### src/rtl/ringosc_meas_pkg.sv
// Shared types and default sizing for the ring-oscillator measurement sequencer.
package ringosc_meas_pkg;

    typedef enum logic [2:0] {
        MEAS_IDLE,
        MEAS_CLEAR,
        MEAS_SETTLE,
        MEAS_GATE,
        MEAS_DRAIN
    } meas_state_t;

    localparam int MEAS_WIN_W         = 16;
    localparam int MEAS_CNT_W         = 16;
    localparam int MEAS_CLR_CYCLES    = 4;
    localparam int MEAS_SETTLE_CYCLES = 8;
    localparam int MEAS_SYNC_STAGES   = 2;

endpackage

### src/rtl/ringosc_sync_edge.sv
// Synchroniser for the asynchronous divider tap plus a rising-edge detector.
module ringosc_sync_edge #(
    parameter int SYNC_STAGES = 2
) (
    input  logic clk,
    input  logic rst,
    input  logic tap_async,
    output logic rise
);

    logic [SYNC_STAGES-1:0] sync_reg;
    logic [SYNC_STAGES-1:0] sync_next;
    logic                   prev_reg;

    genvar gi;
    generate
        for (gi = 0; gi < SYNC_STAGES; gi++) begin : g_stage
            if (gi == 0) begin : g_first
                assign sync_next[gi] = tap_async;
            end else begin : g_rest
                assign sync_next[gi] = sync_reg[gi-1];
            end
        end
    endgenerate

    always_ff @(posedge clk) begin
        if (rst) begin
            sync_reg <= '0;
            prev_reg <= 1'b0;
        end else begin
            sync_reg <= sync_next;
            prev_reg <= sync_reg[SYNC_STAGES-1];
        end
    end

    assign rise = sync_reg[SYNC_STAGES-1] & ~prev_reg;

endmodule

### src/rtl/ringosc_meas_ctrl.sv
// Measurement sequencer: clear divider, settle ring, gate tap edges, report count.
// Optional RINGOSC_MEAS_OVF_EN: saturating counter with sticky overflow flag.
module ringosc_meas_ctrl
    import ringosc_meas_pkg::*;
#(
    parameter int WIN_W         = MEAS_WIN_W,
    parameter int CNT_W         = MEAS_CNT_W,
    parameter int CLR_CYCLES    = MEAS_CLR_CYCLES,
    parameter int SETTLE_CYCLES = MEAS_SETTLE_CYCLES,
    parameter int SYNC_STAGES   = MEAS_SYNC_STAGES
) (
    input  logic             clk,
    input  logic             rst,
    input  logic             start,
    input  logic [WIN_W-1:0] win_len,
    input  logic             tap_async,
    output logic             ring_en,
    output logic             div_rst_n,
    output logic             busy,
    output logic [CNT_W-1:0] result,
    output logic             result_valid,
    input  logic             result_ack,
    output logic             overflow
);

    localparam int CYC_W = (WIN_W > 8) ? WIN_W : 8;

    meas_state_t      state_reg, state_next;
    logic [CYC_W-1:0] cyc_reg, cyc_next;
    logic [WIN_W-1:0] win_reg;
    logic             was_gate_reg;
    logic [CNT_W-1:0] cnt_reg;
    logic [CNT_W-1:0] result_reg;
    logic             result_valid_reg;
    logic             overflow_reg;
    logic             ring_en_reg;
    logic             div_rst_n_reg;
    logic             busy_reg;

    logic rise;
    logic start_acc;
    logic zero_load;
    logic gate_entry;
    logic load_result;
    logic count_en;

    ringosc_sync_edge #(
        .SYNC_STAGES (SYNC_STAGES)
    ) u_sync_edge (
        .clk       (clk),
        .rst       (rst),
        .tap_async (tap_async),
        .rise      (rise)
    );

    assign start_acc   = (state_reg == MEAS_IDLE) && start;
    assign zero_load   = start_acc && (win_len == '0);
    assign gate_entry  = (state_reg == MEAS_SETTLE) && (cyc_reg == '0);
    assign load_result = (state_reg == MEAS_DRAIN) && (cyc_reg == '0);
    // Both the current and the previous tap sample must belong to the gate window.
    assign count_en    = (state_reg == MEAS_GATE) && was_gate_reg && rise;

    always_comb begin
        state_next = state_reg;
        cyc_next   = cyc_reg;
        case (state_reg)
            MEAS_IDLE: begin
                if (start && (win_len != '0)) begin
                    state_next = MEAS_CLEAR;
                    cyc_next   = CYC_W'(CLR_CYCLES - 1);
                end
            end
            MEAS_CLEAR: begin
                if (cyc_reg == '0) begin
                    state_next = MEAS_SETTLE;
                    cyc_next   = CYC_W'(SETTLE_CYCLES - 1);
                end else begin
                    cyc_next = cyc_reg - CYC_W'(1);
                end
            end
            MEAS_SETTLE: begin
                if (cyc_reg == '0) begin
                    state_next = MEAS_GATE;
                    cyc_next   = CYC_W'(win_reg) - CYC_W'(1);
                end else begin
                    cyc_next = cyc_reg - CYC_W'(1);
                end
            end
            MEAS_GATE: begin
                if (cyc_reg == '0) begin
                    state_next = MEAS_DRAIN;
                    cyc_next   = CYC_W'(SYNC_STAGES);
                end else begin
                    cyc_next = cyc_reg - CYC_W'(1);
                end
            end
            MEAS_DRAIN: begin
                if (cyc_reg == '0) begin
                    state_next = MEAS_IDLE;
                end else begin
                    cyc_next = cyc_reg - CYC_W'(1);
                end
            end
            default: begin
                state_next = MEAS_IDLE;
                cyc_next   = '0;
            end
        endcase
    end

    // Control outputs are decoded from the next state so they line up with it.
    always_ff @(posedge clk) begin
        if (rst) begin
            state_reg     <= MEAS_IDLE;
            cyc_reg       <= '0;
            win_reg       <= '0;
            was_gate_reg  <= 1'b0;
            ring_en_reg   <= 1'b0;
            div_rst_n_reg <= 1'b0;
            busy_reg      <= 1'b0;
        end else begin
            state_reg     <= state_next;
            cyc_reg       <= cyc_next;
            if (start_acc) begin
                win_reg <= win_len;
            end
            was_gate_reg  <= (state_reg == MEAS_GATE);
            ring_en_reg   <= (state_next == MEAS_SETTLE) || (state_next == MEAS_GATE);
            div_rst_n_reg <= (state_next == MEAS_SETTLE) || (state_next == MEAS_GATE) ||
                             (state_next == MEAS_DRAIN);
            busy_reg      <= (state_next != MEAS_IDLE);
        end
    end

`ifdef RINGOSC_MEAS_OVF_EN
    logic ovf_flag_reg;

    always_ff @(posedge clk) begin
        if (rst) begin
            cnt_reg      <= '0;
            ovf_flag_reg <= 1'b0;
        end else if (gate_entry) begin
            cnt_reg      <= '0;
            ovf_flag_reg <= 1'b0;
        end else if (count_en) begin
            if (&cnt_reg) begin
                ovf_flag_reg <= 1'b1;
            end else begin
                cnt_reg <= cnt_reg + CNT_W'(1);
            end
        end
    end
`else
    always_ff @(posedge clk) begin
        if (rst) begin
            cnt_reg <= '0;
        end else if (gate_entry) begin
            cnt_reg <= '0;
        end else if (count_en) begin
            cnt_reg <= cnt_reg + CNT_W'(1);
        end
    end
`endif

    // A result load takes priority over a coincident acknowledge.
    always_ff @(posedge clk) begin
        if (rst) begin
            result_reg       <= '0;
            result_valid_reg <= 1'b0;
            overflow_reg     <= 1'b0;
        end else if (load_result) begin
            result_reg       <= cnt_reg;
`ifdef RINGOSC_MEAS_OVF_EN
            overflow_reg     <= ovf_flag_reg;
`else
            overflow_reg     <= 1'b0;
`endif
            result_valid_reg <= 1'b1;
        end else if (zero_load) begin
            result_reg       <= '0;
            overflow_reg     <= 1'b0;
            result_valid_reg <= 1'b1;
        end else if (result_ack) begin
            result_valid_reg <= 1'b0;
        end
    end

    assign ring_en      = ring_en_reg;
    assign div_rst_n    = div_rst_n_reg;
    assign busy         = busy_reg;
    assign result       = result_reg;
    assign result_valid = result_valid_reg;
    assign overflow     = overflow_reg;

endmodule

### config.mk
export PLATFORM = sky130hd
export DESIGN_NAME = ringosc_meas_ctrl
export DESIGN_NICKNAME = d
export VERILOG_FILES = /design/src/rtl/ringosc_meas_pkg.sv /design/src/rtl/ringosc_sync_edge.sv /design/src/rtl/ringosc_meas_ctrl.sv
export SDC_FILE = /design/constraint.sdc
export NUM_CORES = 1
export LEC_CHECK = 0
export CORE_MARGIN = 2
export CORE_UTILIZATION = 35
export DETAILED_ROUTE_END_ITERATION = 8
export PLACE_DENSITY_LB_ADDON = 0.1
export SYNTH_ARGS = -nofsm -noshare
export SYNTH_HDL_FRONTEND = slang
export SYNTH_HIERARCHICAL = 1
export SYNTH_SLANG_ARGS = --single-unit
### constraint.sdc
create_clock -name clk -period 2.8 [get_ports clk]
set_input_delay 0.28 -clock clk [delete_from_list [all_inputs] [get_ports clk]]
set_output_delay 0.28 -clock clk [all_outputs]
set_load 0.02 [all_outputs]
==> tab_implementation.tex, run 1 <==
\begin{tabular}{lr}
\hline
Metric & Value \\
\hline
\multicolumn{2}{l}{\textbf{Drt}} \\
Iteration count of the initial detailed-routing pass & 4 \\
Final Routed Wirelength & 9220 um \\
Vias post-DR & around 3300 \\
Number of antenna-violating nets in the routed design & 0 \\
Initial drt markers & between 200 and 250 \\
DR WL/cell & 14.4 um \\
Average via count per standard cell & roughly 5.2 \\
Drc violations & 0 \\
\multicolumn{2}{l}{\textbf{STA}} \\
Total setup violations reported at the end of the flow & 0 \\
Minimum period implied by the final worst setup slack & $\sim$2.3 ns \\
Max Transition Viols Final & 0 \\
Clock Skews & approximately 0.012 ns \\
Least-Margin Pin Slew & about 0.75 ns \\
Maximum clock rate & roughly 430 MHz \\
Summed negative setup slack over all endpoints & 0 ns \\
Final-report hold violation count & 0 \\
Worst slew slack as a fraction of its limit & 49.6\% \\
Unrepaired setup endpoints after global routing & false \\
Post-route clock period utilization & 83.3\% \\
\multicolumn{2}{l}{\textbf{GRT}} \\
Number of antenna violations at the first check in global routing & 0 \\
Via count of the first global-routing pass & approximately 3200 \\
Maximum number of pins on one net before global-route repair & 42 \\
Global-route wire length before repair & approximately 16000 um \\
Final global-route overflow total & 0 \\
GRT Util Overall & between 15 and 20\% \\
\multicolumn{2}{l}{\textbf{Synth}} \\
Dominant cell by count in the synthesized netlist & sky130\_fd\_sc\_hd\_\_dfxtp\_1 \\
Post-synthesis cell count & about 460 \\
Share of synthesized flip-flops with an asynchronous set or reset & 0\% \\
Yosys top cell by area & sky130\_fd\_sc\_hd\_\_dfxtp\_1 \\
Cell area after synthesis & around 3800 um\^{}2 \\
Syn avg cell area & approximately 8.3 um\^{}2 \\
Top flip-flop cell by instance count after synthesis & sky130\_fd\_sc\_hd\_\_dfxtp\_1 \\
Share of the synthesized area in the top cell type & between 30\% and 40\% \\
EDFF count, synth & 0 \\
Synth top area cells & sky130\_fd\_sc\_hd\_\_dfxtp\_1, sky130\_fd\_sc\_hd\_\_nor2\_1, sky130\_fd\_sc\_hd\_\_nand2\_1, sky130\_fd\_sc\_hd\_\_xnor2\_1, sky130\_fd\_sc\_hd\_\_a21oi\_1 \\
Total of flip-flops plus latches after synthesis & 75 \\
Number of nets produced by synthesis & 480 \\
Leading post-synthesis cells by instance count & sky130\_fd\_sc\_hd\_\_dfxtp\_1, sky130\_fd\_sc\_hd\_\_nor2\_1, sky130\_fd\_sc\_hd\_\_nand2\_1 \\
Count of yosys warnings during synthesis & 6 \\
Post-synthesis cell type count & slightly above 60 \\
Fraction of the yosys area taken by sequential cells & between 30\% and 40\% \\
\multicolumn{2}{l}{\textbf{Setup path}} \\
Startpoint of the most critical setup path & win\_reg[0] \\
Worst Path Required & $\sim$3 ns \\
Terminus of the critical flop-to-flop path & cyc\_reg[6] \\
Crit path max fanout & 4 \\
Sort of element at the start of the critical path & flip-flop \\
FF-to-FF path depth & 8 \\
R2r startpoint & win\_reg[0] \\
Crit path kind & reg2reg \\
Signal arrival time at the worst endpoint & roughly 2.6 ns \\
Setup crit end kind & flip-flop \\
Register-to-register setup slack & around 0.47 ns \\
Destination of the critical timing path & cyc\_reg[6] \\
\multicolumn{2}{l}{\textbf{CTS}} \\
Clk sinks & between 70 and 80 \\
Clk pin slew, worst setup/hold paths & 0.08 ns \\
Cell at the root of the clock tree & sky130\_fd\_sc\_hd\_\_clkbuf\_8 \\
Clock latency reported for the late side of the worst-skew pair & between 0.3 and 0.4 ns \\
Clock tree from TritonCTS & yes \\
Number of H-tree branching levels & 3 \\
Number of post-CTS setup repair buffers & 0 \\
Number of cells upsized or downsized after cts & 0 \\
CTS Hold Buffers Added & 0 \\
Clock buffer depth & 2 \\
Clock buffers created by TritonCTS & 9 \\
\multicolumn{2}{l}{\textbf{Floorplan}} \\
Die area & 11600 um\^{}2 \\
Std cell rows & 37 \\
Floorplan core area & approximately 10000 um\^{}2 \\
Initial core utilization & 36.3\% \\
Io pins & 42 \\
Die height & approximately 110 um \\
Chip width & 108 um \\
\multicolumn{2}{l}{\textbf{Job}} \\
Maximum Capacitance Violations & 0 \\
\multicolumn{2}{l}{\textbf{Finish}} \\
Final layout net count & around 520 \\
Synth-to-layout area growth & 21.4\% \\
Fraction of layout cells with a size suffix above 1 & 8.53\% \\
Final Instance Count excl. Fillers & 640 \\
Number of fillers in the final layout & 1063 \\
Antenna Cells & 0 \\
\multicolumn{2}{l}{\textbf{Min path}} \\
Classification of the worst-slack hold path & in2reg \\
\multicolumn{2}{l}{\textbf{Placement}} \\
Port buffer count & 40 \\
Dpl cells & approximately 630 \\
Dpl hpwl & just under 7000 um \\
Routability cong. & around 0.85 \\
\multicolumn{2}{l}{\textbf{Pwr}} \\
Peak ir drop on the vdd network & between 300 and 400 uV \\
LEAKAGE & roughly 1.7 nW \\
Final Total Pwr & 4.97 mW \\
Pwr/cell area & around 1100 nW/um\^{}2 \\
\multicolumn{2}{l}{\textbf{Status}} \\
Result of the run & finished clean \\
\hline
\end{tabular}
## worst min-delay path by stage
stage                                  from                       to  slack, ns  depth (start not counted)
floorplan                               rst     u_sync_edge/prev_reg       0.35                          1
global placement    u_sync_edge/sync_reg[0]  u_sync_edge/sync_reg[1]       0.42                          1
CTS                                     rst               cyc_reg[8]       0.26                          2
finish                                  rst               cyc_reg[8]       0.29                          2
detailed placement  u_sync_edge/sync_reg[0]  u_sync_edge/sync_reg[1]       0.42                          1
global route                            rst               cyc_reg[8]       0.28                          2
## critical path, cell delays in order, from the launching register on
cell and delay (ns):
sky130_fd_sc_hd__dfxtp_1 0.35, sky130_fd_sc_hd__inv_1 0.09, sky130_fd_sc_hd__ha_1 0.20, sky130_fd_sc_hd__or4b_2 0.67
sky130_fd_sc_hd__nor2_1 0.15, sky130_fd_sc_hd__xnor2_1 0.17, sky130_fd_sc_hd__o22ai_1 0.12, sky130_fd_sc_hd__a211o_1 0.30
sky130_fd_sc_hd__a22o_1 0.17
## per-layer routing
metal,up-vias,track usage [%],wire length [um],part of all wire [%]
li1,1718,-,-,-
met1,1523,24.8,4600,50
met2,96,25.6,4030,44
met3,10,3.69,466,5.1
met4,0,6.50,130,1.4
met5,-,0,0,0
## metrics by stage
stage          setup slack, ns  hold WS, ns  instance area (um^2)  util (%)
6_report                 0.467        0.294                  4570      44.1
5_1_grt                  0.313        0.282                  4570      44.1
4_1_cts                  0.219        0.262                  4560      44.0
3_5_place_dp             0.224        0.420                  4330      41.8
3_3_place_gp             0.321        0.419                  4330      41.8
2_1_floorplan            0.663        0.352                  3760         -
## cells in the final DEF, fill, tap and decap left out, types with 3 or more instances in the layout
| cell | synthesis | final |
|---|---|---|
| sky130_fd_sc_hd__clkdlybuf4s50_1 | 0 | 39 |
| sky130_fd_sc_hd__nor3_1 | 15 | 15 |
| sky130_fd_sc_hd__o22ai_1 | 8 | 8 |
| sky130_fd_sc_hd__ha_1 | 3 | 3 |
| sky130_fd_sc_hd__o21ai_0 | 9 | 9 |
| sky130_fd_sc_hd__o32ai_1 | 3 | 3 |
| sky130_fd_sc_hd__a22oi_1 | 18 | 18 |
| sky130_fd_sc_hd__nor2_1 | 60 | 60 |
| sky130_fd_sc_hd__a22o_1 | 9 | 9 |
| sky130_fd_sc_hd__a31o_1 | 3 | 3 |
| sky130_fd_sc_hd__or4_1 | 5 | 5 |
| sky130_fd_sc_hd__a21o_1 | 4 | 4 |
| sky130_fd_sc_hd__nand4_1 | 5 | 5 |
| sky130_fd_sc_hd__nor2b_1 | 5 | 5 |
| sky130_fd_sc_hd__nand3_1 | 12 | 12 |
| sky130_fd_sc_hd__o211ai_1 | 3 | 3 |
| sky130_fd_sc_hd__nand2b_1 | 4 | 4 |
| sky130_fd_sc_hd__nor4_1 | 9 | 9 |
| sky130_fd_sc_hd__a211o_1 | 3 | 3 |
| sky130_fd_sc_hd__or3_1 | 8 | 8 |
| sky130_fd_sc_hd__nand2_1 | 57 | 57 |
| sky130_fd_sc_hd__dfxtp_1 | 75 | 75 |
| sky130_fd_sc_hd__inv_1 | 12 | 12 |
| sky130_fd_sc_hd__o21ai_1 | 3 | 3 |
| sky130_fd_sc_hd__xnor2_1 | 21 | 21 |
| sky130_fd_sc_hd__a21oi_1 | 29 | 29 |
| sky130_fd_sc_hd__xor2_1 | 11 | 11 |
| sky130_fd_sc_hd__clkbuf_8 | 0 | 10 |
| sky130_fd_sc_hd__buf_4 | 2 | 17 |
## power breakdown
| part | internal, mW | total, mW | switching, mW |
|---|---|---|---|
| registers | 1.25 | 1.48 | 0.234 |
| logic | 1.02 | 2.54 | 1.52 |
| clock network | 0.528 | 0.940 | 0.412 |
## cells by family after synthesis
logic type               after synthesis  synth area share [%]
flip-flops                            75                  39.9
multiplexers                           1                 0.266
adder cells (fa/ha/maj)                3                 0.997
buffers and inverters                 37                  4.55
AND/OR/NAND/NOR                      198                  26.1
other                                  1                0.0996
AO/OA/AOI/OAI                        109                  20.6
XOR/XNOR                              32                  7.45
## cell type report
class	instances	area (um^2)	area share, %
Multi-Input combinational cell	344	2100	46.0
Sequential cell	75	1500	32.9
Timing Repair Buffer	57	523	11.4
Tap cell	136	170	3.72
Clock buffer	10	138	3.01
Clock inverter	5	86.3	1.89
Inverter	13	48.8	1.07
Note: power is estimated with default switching activity, not from simulation.
==> run 2: changes to the inputs <==
==> constraint.sdc (replaced) <==
create_clock -name clk -period 2 [get_ports clk]
set_input_delay 0.2 -clock clk [delete_from_list [all_inputs] [get_ports clk]]
set_output_delay 0.2 -clock clk [all_outputs]
set_load 0.02 [all_outputs]
==> run 2 against run 1 <==
The flow now finishes with violations (negative setup slack). Total power up 75%. Sequential share of layout area down 5.4 points. Cell count up 11%. Non-clock buffer count up 70. Critical path depth up 1. Utilization up 8.8 points. Routed wire length up 12%. Clock power up 32%.
==> tab_implementation.tex, run 2 (synthesis gave the netlist of run 1 again) <==
\begin{tabular}{lr}
\hline
Metric & Value \\
\hline
\multicolumn{2}{l}{\textbf{Placement}} \\
Placed standard-cell area & just under 5000 um\^{}2 \\
Routability cong. & $\sim$0.95 \\
Port buffer count & 40 \\
Dpl hpwl & 7420 um \\
Dpl cells & around 690 \\
Pre-CTS worst setup slack & -0.391 ns \\
\multicolumn{2}{l}{\textbf{Drt}} \\
Iteration count of the initial detailed-routing pass & 4 \\
Average via count per standard cell & $\sim$5.0 \\
DR WL/cell & between 10 and 15 um \\
Drc violations & 0 \\
Initial drt markers & approximately 210 \\
Number of antenna-violating nets in the routed design & 0 \\
Vias post-DR & $\sim$3600 \\
Final Routed Wirelength & around 10000 um \\
\multicolumn{2}{l}{\textbf{Finish}} \\
Leading cell types in the layout, fill and taps excluded & sky130\_fd\_sc\_hd\_\_buf\_4, sky130\_fd\_sc\_hd\_\_dfxtp\_1, sky130\_fd\_sc\_hd\_\_nand2\_1 \\
Number of fillers in the final layout & around 1000 \\
Cell area after layout & approximately 5500 um\^{}2 \\
Most common library cell in the layout ignoring fill and taps & sky130\_fd\_sc\_hd\_\_buf\_4 \\
Final Instance Count excl. Fillers & a little over 700 \\
Synth-to-layout area growth & 45.6\% \\
Final layout net count & 594 \\
Util after Layout & about 53\% \\
Fraction of layout cells with a size suffix above 1 & around 29\% \\
Antenna Cells & 0 \\
\multicolumn{2}{l}{\textbf{Floorplan}} \\
Chip width & roughly 110 um \\
Std cell rows & 37 \\
Die area & between 10000 and 15000 um\^{}2 \\
Die height & $\sim$110 um \\
Io pins & between 40 and 50 \\
Initial core utilization & about 36\% \\
Floorplan core area & $\sim$10000 um\^{}2 \\
\multicolumn{2}{l}{\textbf{STA}} \\
Clock Skews & roughly 0.011 ns \\
Max Transition Viols Final & 0 \\
Final-report hold violation count & 0 \\
Unrepaired setup endpoints after global routing & true \\
Final WS setup & -0.0289 ns \\
Total setup violations reported at the end of the flow & 8 \\
Post-route clock period utilization & 101\% \\
Minimum period implied by the final worst setup slack & a little over 2 ns \\
Hold slack final & 0.270 ns \\
Maximum clock rate & around 500 MHz \\
Summed negative setup slack over all endpoints & -0.112 ns \\
\multicolumn{2}{l}{\textbf{Pwr}} \\
Pwr/cell area & 1590 nW/um\^{}2 \\
Peak ir drop on the vdd network & between 600 and 700 uV \\
Final Total Pwr & just under 9 mW \\
LEAKAGE & between 2 and 2.5 nW \\
\multicolumn{2}{l}{\textbf{Setup path}} \\
Signal arrival time at the worst endpoint & 2.34 ns \\
Sort of element at the start of the critical path & flip-flop \\
Worst Path Required & approximately 2.3 ns \\
Crit path max fanout & 7 \\
Setup crit end kind & flip-flop \\
Crit path kind & reg2reg \\
\multicolumn{2}{l}{\textbf{Min path}} \\
Classification of the worst-slack hold path & in2reg \\
\multicolumn{2}{l}{\textbf{CTS}} \\
Clock buffers created by TritonCTS & 9 \\
Clock latency reported for the late side of the worst-skew pair & $\sim$0.36 ns \\
Cell at the root of the clock tree & sky130\_fd\_sc\_hd\_\_clkbuf\_8 \\
Clock tree from TritonCTS & yes \\
Number of H-tree branching levels & 3 \\
CTS Hold Buffers Added & 0 \\
Clk sinks & 75 \\
Clock buffer depth & 2 \\
Clk pin slew, worst setup/hold paths & $\sim$0.08 ns \\
\multicolumn{2}{l}{\textbf{GRT}} \\
Number of antenna violations at the first check in global routing & 0 \\
Via count of the first global-routing pass & around 3300 \\
Final global-route overflow total & 0 \\
Global-route wire length before repair & 16400 um \\
Maximum number of pins on one net before global-route repair & 42 \\
GRT Util Overall & between 10\% and 20\% \\
\multicolumn{2}{l}{\textbf{Status}} \\
Result of the run & finished with violations \\
Violated checks & negative setup slack \\
\multicolumn{2}{l}{\textbf{Job}} \\
Maximum Capacitance Violations & 0 \\
\hline
\end{tabular}
-- run 2: cell types whose count changed in the layout (fill, tap and decap cells not counted), moves of 4 or more --
cell                      change
sky130_fd_sc_hd__a22oi_2     +13
sky130_fd_sc_hd__buf_6        +4
sky130_fd_sc_hd__a22oi_1     -13
sky130_fd_sc_hd__buf_4       +59
sky130_fd_sc_hd__nor2_4       +8
sky130_fd_sc_hd__nor2_1       -9
sky130_fd_sc_hd__buf_12       +5
-- run 2: layer usage --
metal	vias up	track usage (%)	routed length [um]
met5	-	0	0
met4	0	6.68	153
met3	12	2.97	390
met2	68	26.1	4530
met1	1647	26.6	5280
li1	1854	-	-
-- run 2: path summary, 6_finish.rpt --
| check | depth (start not counted) | slack, ns | end | startpoint |
|---|---|---|---|---|
| worst max-delay path | 9 | -0.03 | cyc_reg[10] | cyc_reg[0] |
| worst min-delay path | 3 | 0.27 | cyc_reg[8] | rst |
| worst max register to register | 9 | -0.03 | cyc_reg[10] | cyc_reg[0] |
| worst min register to register | 1 | 0.44 | u_sync_edge/sync_reg[1] | u_sync_edge/sync_reg[0] |
-- run 2: layout make-up --
| cell class | instances | area (um^2) | area share (%) |
|---|---|---|---|
| clock buffer | 11 | 141 | 2.58 |
| clock inverter | 5 | 60.1 | 1.10 |
| inverter | 13 | 48.8 | 0.890 |
| multi-input combinational | 344 | 2400 | 43.9 |
| sequential | 75 | 1510 | 27.5 |
| tap | 136 | 170 | 3.11 |
| timing repair buffer | 127 | 1150 | 21.0 |
-- run 2: worst max-delay path: stages, from the launching register on --
cell and delay, ns:
sky130_fd_sc_hd__dfxtp_2 0.33, sky130_fd_sc_hd__inv_2 0.06, sky130_fd_sc_hd__ha_4 0.12, sky130_fd_sc_hd__nor3b_4 0.26
sky130_fd_sc_hd__nand4_4 0.18, sky130_fd_sc_hd__buf_6 0.18, sky130_fd_sc_hd__or3b_4 0.41, sky130_fd_sc_hd__buf_8 0.16
sky130_fd_sc_hd__o32ai_1 0.11, sky130_fd_sc_hd__a22o_1 0.17
-- run 2: repair_timing --
action | CTS | global route
endpoints found under the setup margin | 17 | 48
pin swaps | 10 | 22
buffers inserted | 3 | 7
gates resized for setup | 23 | 45
cloned | 0 | 1
-- run 2: report_power, final --
group	switching, mW	internal (mW)	total (mW)	leakage, nW
Clock	0.620	0.618	1.24	0.100
Sequential	0.206	1.75	1.96	0.610
Combinational	2.84	2.65	5.50	1.38
Total	3.67	5.03	8.70	2.09
